## src/rtl/imem_loader.sv

```systemverilog
// Byte-stream program loader for the instruction memory; holds the core in reset until an image is accepted.
// Optional CHECKSUM_EN macro adds a trailing XOR checksum byte that is verified before release.
module imem_loader #(
  parameter int ADDR_W    = 8,
  parameter int MAX_WORDS = 256
) (
  input  logic              clk,
  input  logic              clr,
  input  logic              byte_valid,
  input  logic [7:0]        byte_data,
  output logic              byte_ready,
  output logic              imu_wen,
  output logic [ADDR_W-1:0] imu_addr,
  output logic [31:0]       imu_data,
  output logic              cpu_hold,
  output logic              load_done,
  output logic              load_error
);

  localparam int CNT_W = $clog2(MAX_WORDS + 1);
  // word_idx must cover both the image length and the address slice taken from it
  localparam int IDX_W = (CNT_W > ADDR_W) ? CNT_W : ADDR_W;
  localparam logic [31:0] MAX_W32 = 32'(MAX_WORDS);

  typedef enum logic [2:0] {
    IDLE,
    COUNT,
    DATA,
    WRITE,
    CHECK,
    DONE,
    ERROR
  } state_t;

  state_t            state;
  state_t            state_nxt;
  logic              xfer;
  logic [7:0]        n_words;
  logic [IDX_W-1:0]  word_idx;
  logic [1:0]        byte_cnt;
  logic [23:0]       word_sr;
  logic              last_word;
  logic              count_too_big;
`ifdef CHECKSUM_EN
  logic [7:0]        csum;
`endif

  assign xfer          = byte_valid & byte_ready;
  assign last_word     = (32'(word_idx) + 32'd1) == {24'd0, n_words};
  assign count_too_big = {24'd0, byte_data} > MAX_W32;

  always_ff @(posedge clk) begin
    if (clr) begin
      state <= IDLE;
    end else begin
      state <= state_nxt;
    end
  end

  always_comb begin
    state_nxt = state;
    case (state)
      IDLE: state_nxt = COUNT;
      COUNT: begin
        if (xfer) begin
          if (count_too_big) begin
            state_nxt = ERROR;
          end else if (byte_data == 8'd0) begin
`ifdef CHECKSUM_EN
            state_nxt = CHECK;
`else
            state_nxt = DONE;
`endif
          end else begin
            state_nxt = DATA;
          end
        end
      end
      DATA: begin
        if (xfer && byte_cnt == 2'd3) begin
          state_nxt = WRITE;
        end
      end
      WRITE: begin
        if (last_word) begin
`ifdef CHECKSUM_EN
          state_nxt = CHECK;
`else
          state_nxt = DONE;
`endif
        end else begin
          state_nxt = DATA;
        end
      end
`ifdef CHECKSUM_EN
      CHECK: begin
        if (xfer) begin
          state_nxt = (byte_data == csum) ? DONE : ERROR;
        end
      end
`endif
      default: state_nxt = state;
    endcase
  end

  always_comb begin
    byte_ready = 1'b0;
    imu_wen    = 1'b0;
    load_done  = 1'b0;
    load_error = 1'b0;
    case (state)
      COUNT, DATA, CHECK: byte_ready = 1'b1;
      WRITE:              imu_wen    = 1'b1;
      DONE:               load_done  = 1'b1;
      ERROR:              load_error = 1'b1;
      default: ;
    endcase
    cpu_hold = ~load_done;
  end

  // The write address/data are captured on the 4th byte so they stay stable after WRITE
  always_ff @(posedge clk) begin
    if (clr) begin
      n_words  <= '0;
      word_idx <= '0;
      byte_cnt <= '0;
      word_sr  <= '0;
      imu_addr <= '0;
      imu_data <= '0;
`ifdef CHECKSUM_EN
      csum     <= '0;
`endif
    end else begin
      case (state)
        COUNT: begin
          if (xfer) begin
            n_words <= byte_data;
`ifdef CHECKSUM_EN
            csum    <= byte_data;
`endif
          end
        end
        DATA: begin
          if (xfer) begin
            word_sr  <= {word_sr[15:0], byte_data};
            byte_cnt <= byte_cnt + 2'd1;
`ifdef CHECKSUM_EN
            csum     <= csum ^ byte_data;
`endif
            if (byte_cnt == 2'd3) begin
              imu_addr <= word_idx[ADDR_W-1:0];
              imu_data <= {word_sr, byte_data};
            end
          end
        end
        WRITE: word_idx <= word_idx + 1'b1;
        default: ;
      endcase
    end
  end

endmodule

```

## config.mk

```make
export PLATFORM = sky130hd
export DESIGN_NAME = imem_loader
export DESIGN_NICKNAME = d
export VERILOG_FILES = /design/src/rtl/imem_loader.sv
export SDC_FILE = /design/constraint.sdc
export NUM_CORES = 1
export LEC_CHECK = 0
export ABC_AREA = 1
export CAP_MARGIN = 20
export CELL_PAD_IN_SITES_DETAIL_PLACEMENT = 0
export CELL_PAD_IN_SITES_GLOBAL_PLACEMENT = 1
export CORE_ASPECT_RATIO = 1.2
export CORE_MARGIN = 1.5
export CORE_UTILIZATION = 38
export DETAILED_ROUTE_END_ITERATION = 8
export PLACE_DENSITY_LB_ADDON = 0.1
export SYNTH_ARGS = -nofsm -noshare
export SYNTH_HDL_FRONTEND = slang
export SYNTH_SLANG_ARGS = --single-unit
export TNS_END_PERCENT = 20
```

## constraint.sdc

```tcl
create_clock -name clk -period 1.9 [get_ports clk]
set_clock_uncertainty 0.2 [all_clocks]
set_input_delay 0.285 -clock clk [delete_from_list [all_inputs] [get_ports clk]]
set_output_delay 0.285 -clock clk [all_outputs]
set_load 0.02 [all_outputs]
```

# Word-level counts from Yosys, hierarchy flattened

Index checks and enable logic that the tools add are counted.

Reductions and logical operators: 9
Equal/unequal tests: 10
Add/subtract/negate cells: 3
Muxes and demuxes: 9
Bitwise logic cells: 2

Operators with widths:

| operator               | count |
|---|---|
| $mux W3                | 4 |
| $pmux W3 S4            | 1 |
| $add A9 B1 Y10 const B | 1 |
| $eq A10 B8 Y1          | 1 |
| $add A9 B1 Y9 const B  | 1 |
| $eq A3 B3 Y1 const B   | 3 |
| $logic_not A8 Y1       | 1 |
| $eq A3 B2 Y1 const B   | 2 |
| $reduce_and A3 Y1      | 2 |
| $mux W1                | 4 |
| $ne A2 B2 Y1 const B   | 2 |
| $reduce_and A2 Y1      | 2 |
| $reduce_bool A4 Y1     | 1 |
| $eq A3 B1 Y1 const B   | 1 |
| $logic_not A3 Y1       | 1 |
| $reduce_or A3 Y1       | 1 |
| $add A2 B1 Y2 const B  | 1 |
| $eq A2 B2 Y1 const B   | 1 |
| $and A1 B1 Y1          | 1 |
| $logic_and A1 B1 Y1    | 1 |
| $not A1 Y1             | 1 |

Word-level logic and storage cells: 40
Register bits: 86
Output and inout bits: 45
Input port bits: 11

# Logic depth before layout (Yosys ltp)

Depth after elaboration: 7
Depth in mapped cells: 15
Depth with buffers taken out: 14

# Least setup slack after synthesis

No wires, ideal clock.

Path kind: flip-flop to flip-flop
Start: register word_idx[0]
End: register state[2]
Clock period less this slack: 1,714 ps
Required time: 1,634 ps
Library setup time: 66 ps
Data arrival time: 1,448 ps
Cell stages (with the launch flop): 14
Setup slack: 186 ps
Path buffers: 0
Path through: dfxtp_1 > ha_1 > nand2_1 > nor2_1 > nand2_1 > nand3_1 > nand2_1 > inv_1 > nand3_1 > nor2_1 > nand3_1 > nand2_1 > nand2_1 > a21oi_2

Longest elaborated chain between the ends: 4

RTL lines:

| what                   | line | RTL |
|---|---|---|
| start, declared        | 39   | `logic [IDX_W-1:0] word_idx;` |
| start signal, assigned | 156  | `WRITE: word_idx <= word_idx + 1'b1;` |
| $add A9 B1 Y10         | 49   | `assign last_word = (32'(word_idx) + 32'd1) == {24'd0, n_words};` |
| $eq A10 B8 Y1          | 49   |  |
| $mux W3                | 85   | `if (last_word) begin` |
| $pmux W3 S4            | 62   | `case (state)` |
| end signal, assigned   | 56   | `state <= state_nxt;` |
| end, declared          | 35   | `state_t state;` |

Every way passes these cells.
A chain may end at the register's enable or synchronous reset.

# Final worst setup path

Start: register word_idx[1]
End: register state[2]

Same word-level chain as after synthesis.

==> results.yml <==
yosys:
  muxShareOfSynthArea: 0
  yosys.area_share.adder: 0.00705
  synth_simple_gate_area_share: 0.243
  ys_seq_area_frac: 0.485
  syn_nets: 495
  synth-compound-area-share: 0.174
  synthCells: 482
  synth_xor_area_frac: 0
  synth_warnings: 0
  syn_avg_cell_area_um2: 7.36
  ys_ff_latch: 86
  synth_top_area_frac: 0.485
  yosys-top-cells-area: "dfxtp_1, nand2_1, a21oi_1, nand3_1, inv_1"
  synth_area_leader_cell: "dfxtp_1"
  synth_cell_type_count: 25
  syn_area_mm2: 0.00355
  synth_top_family_by_area: "simple AND/OR/NAND/NOR gates"
layout:
  nNetsFinal: 572
  diodes: 0
  fill_cells: 927
  design_area_mm2: 0.00476
  layout-drive-gt1-share: 0.179
  area_growth_pct: 34.2
global_routing:
  grt_pass1_wl_um: 14500
  antenna_found_initial: 0
  track_usage: 0.184
  grt_pass1_vias: 3141
  gr-total-overflow: 0
  grt_max_degree: 52
timing:
  setup_viol: 2
  slew_violations: 0
  timing.fmax_mhz: 518
  hold_viol_final: 0
  relSlewSlack: 0.761
  worst_slew_pin_slew_ns: 0.358
  period_share: 1.02
  fin_ws_ns: -0.0296
  rsz0062_at_grt: "yes"
  finalCriticalPeriod_ns: 1.93
  tns_ns: -0.0404
setup_path:
  slowest_stage: "dfxtp_4"
  crit_top_cell: "nand2_2"
  critPathBufInv: 1
  r2r_slack_ns: -0.03
  setup.worst_path.start_class: "flip-flop"
  crit_path_cell_trace: "ha_4, inv_4, nand2_2, nand2_2, nor2_2, nand3_1, nor2_1, nand3_1, nor2_2, nand3_2, nand2_2, nand2_2, a21oi_2"
  r2r-end: "state[2]"
  critical_path_required_ns: 2.00
  r2r_cells: 13
  cp_top_family: "simple AND/OR/NAND/NOR gates"
  crit_fanout: 2
  critPathArrivalTime_ns: 2.03
  cp-end-kind: "flip-flop"
  worst-setup-path-type: "flip-flop to flip-flop"
  rr_startpoint: "word_idx[1]"
  slowest_delay_ns: 0.36
power_and_ir_drop:
  power.leakage_nw: 1.77
  power_mw: 4.87
  p_sw_frac: 0.321
  sequentialPowerShare: 0.440
  peakVddDrop_v: 0.000499
  power.internal_mw: 3.31
  p_clk_frac: 0.292
  p_switching_mw: 1.56
  combPwrFrac: 0.268
  power_density_mw_per_mm2: 1020
detailed_routing:
  dr.pass1.iters: 4
  antenna_left: 0
  vias_per_cell: 4.83
  totalWireLength_um: 8800
  avgRoutedWirePerCell_um: 12.9
  via_count: 3303
  drt-initial-drc-count: 71
  drcViolationCount: 0
die:
  die_h_um: 109
  dieArea_mm2: 0.00993
  start_util: 0.391
  num_rows: 38
  io_pins: 56
  chipWidth_um: 91.2
  core_mm2: 0.00908
hold_path:
  holdCritStartpoint: "clr"
  hold_path_class: "primary input to flip-flop"
  whs_path_depth: 2
  min_to: "imu_addr[0]"
placement:
  numPortBuffers: 55
  place_area_mm2: 0.00447
  gp_congestion: 0.833
  pre_cts_ws_ns: -0.0599
  place_hpwl_um: 6360
clock_tree:
  root_buffer: "clkbuf_8"
  cts_tree: "done"
  clock_sinks: 86
  cts_htree_levels: 3
  cts_buffer_depth: 2
  clkTransAtPathRegs_ns: 0.09
  hold_buffers: 0
  clock_latency_ns: 0.35
  cts_made_buffers: 9
run_status:
  status: "finished, violations left"
  violations: "setup timing"
flow_run:
  cap_violations: 0
-- worst max-delay path by stage --
| stage | from | to | slack (ns) | cells after the start |
|---|---|---|---|---|
| after floorplan | word_idx[0] | state[2] | 0.19 | 13 |
| after detailed placement | byte_data[5] | state[1] | -0.06 | 10 |
| after global routing | word_idx[1] | state[2] | -0.21 | 13 |
| final | word_idx[1] | state[2] | -0.03 | 13 |
| after global placement | byte_data[5] | state[1] | -0.05 | 10 |
| after CTS | state[0] | byte_ready | -0.10 | 7 |
-- final cells by class --
type,count,area [µm²],share of cell area
Clock inverter,7,96.3,0.0202
Sequential cell,86,1730,0.363
Timing Repair Buffer,96,892,0.187
Inverter,52,198,0.0415
Multi-Input combinational cell,314,1570,0.330
Tap cell,120,150,0.0315
Clock buffer,9,124,0.0260
-- through the flow --
step           utilization  cells  hold WS (ns)
2_1_floorplan            -    482         0.220
3_3_place_gp         0.492    667         0.250
3_5_place_dp         0.492    667         0.251
4_1_cts              0.517    683        0.0745
5_1_grt              0.525    684         0.100
6_report             0.525    684        0.0926
-- cell usage after synthesis (all sizes together) --
library cell  instances
nand3b                1
nor3                  1
o21ai                26
clkbuf               19
nand2                95
nor2                 39
a21oi                70
buf                  11
dfxtp                86
nand4                 2
or2                   1
inv                  52
ha                    2
nor4                  1
nand3                59
a211oi               14
o211ai                3
-- registers in the layout (all words and copies together) (netlist names) --
| name | count |
|---|---|
| byte_cnt | 2 |
| imu_addr | 8 |
| imu_data | 32 |
| n_words | 8 |
| state | 3 |
| word_idx | 9 |
| word_sr | 24 |
-- repair_timing --
action                                  CTS  global route
pin swaps                                 1            12
endpoints found under the setup margin    8            67
setup buffers                             0             1
gates resized for setup                  12            42
-- routing by layer --
| layer | track usage | wire [µm] |
|---|---|---|
| met4 | 0.0703 | 90 |
| met5 | 0 | 0 |
| met1 | 0.225 | 4050 |
| met2 | 0.320 | 4520 |
| met3 | 0.0363 | 141 |
-- logic make-up after synthesis --
logic type	Yosys count
and+or+nand+nor	199
AOI/OAI and AO/OA	113
DFF	86
buffers and inverters	82
adders and majority gates	2
-- cells in the final DEF (no fill, tap or decap), types with 3 or more instances in the layout --
master,netlist,final
a21oi_1,68,68
nand3_1,59,57
nand2_2,1,8
buf_12,0,4
nor2_2,1,10
inv_1,50,47
dfxtp_1,86,82
buf_4,0,35
a211oi_1,14,14
clkinvlp_4,0,3
clkbuf_8,0,9
o21ai_0,24,23
nor2_4,3,3
clkdlybuf4s50_1,0,49
inv_2,2,4
nor2_1,35,26
o211ai_1,3,3
buf_6,0,3
clkbuf_2,0,3
nand2_1,94,87
-- power by group through the flow --
| stage | registers, mW | clock network [mW] | logic, mW |
|---|---|---|---|
| after floorplan | 2.14 | 0 | 0.747 |
| after global placement | 2.17 | 0 | 1.19 |
| after detailed placement | 2.17 | 0 | 1.21 |
| after CTS | 2.13 | 1.47 | 1.21 |
| after global routing | 2.17 | 1.54 | 1.48 |
| final | 2.15 | 1.42 | 1.31 |
Power figures use the tool's default switching activity.
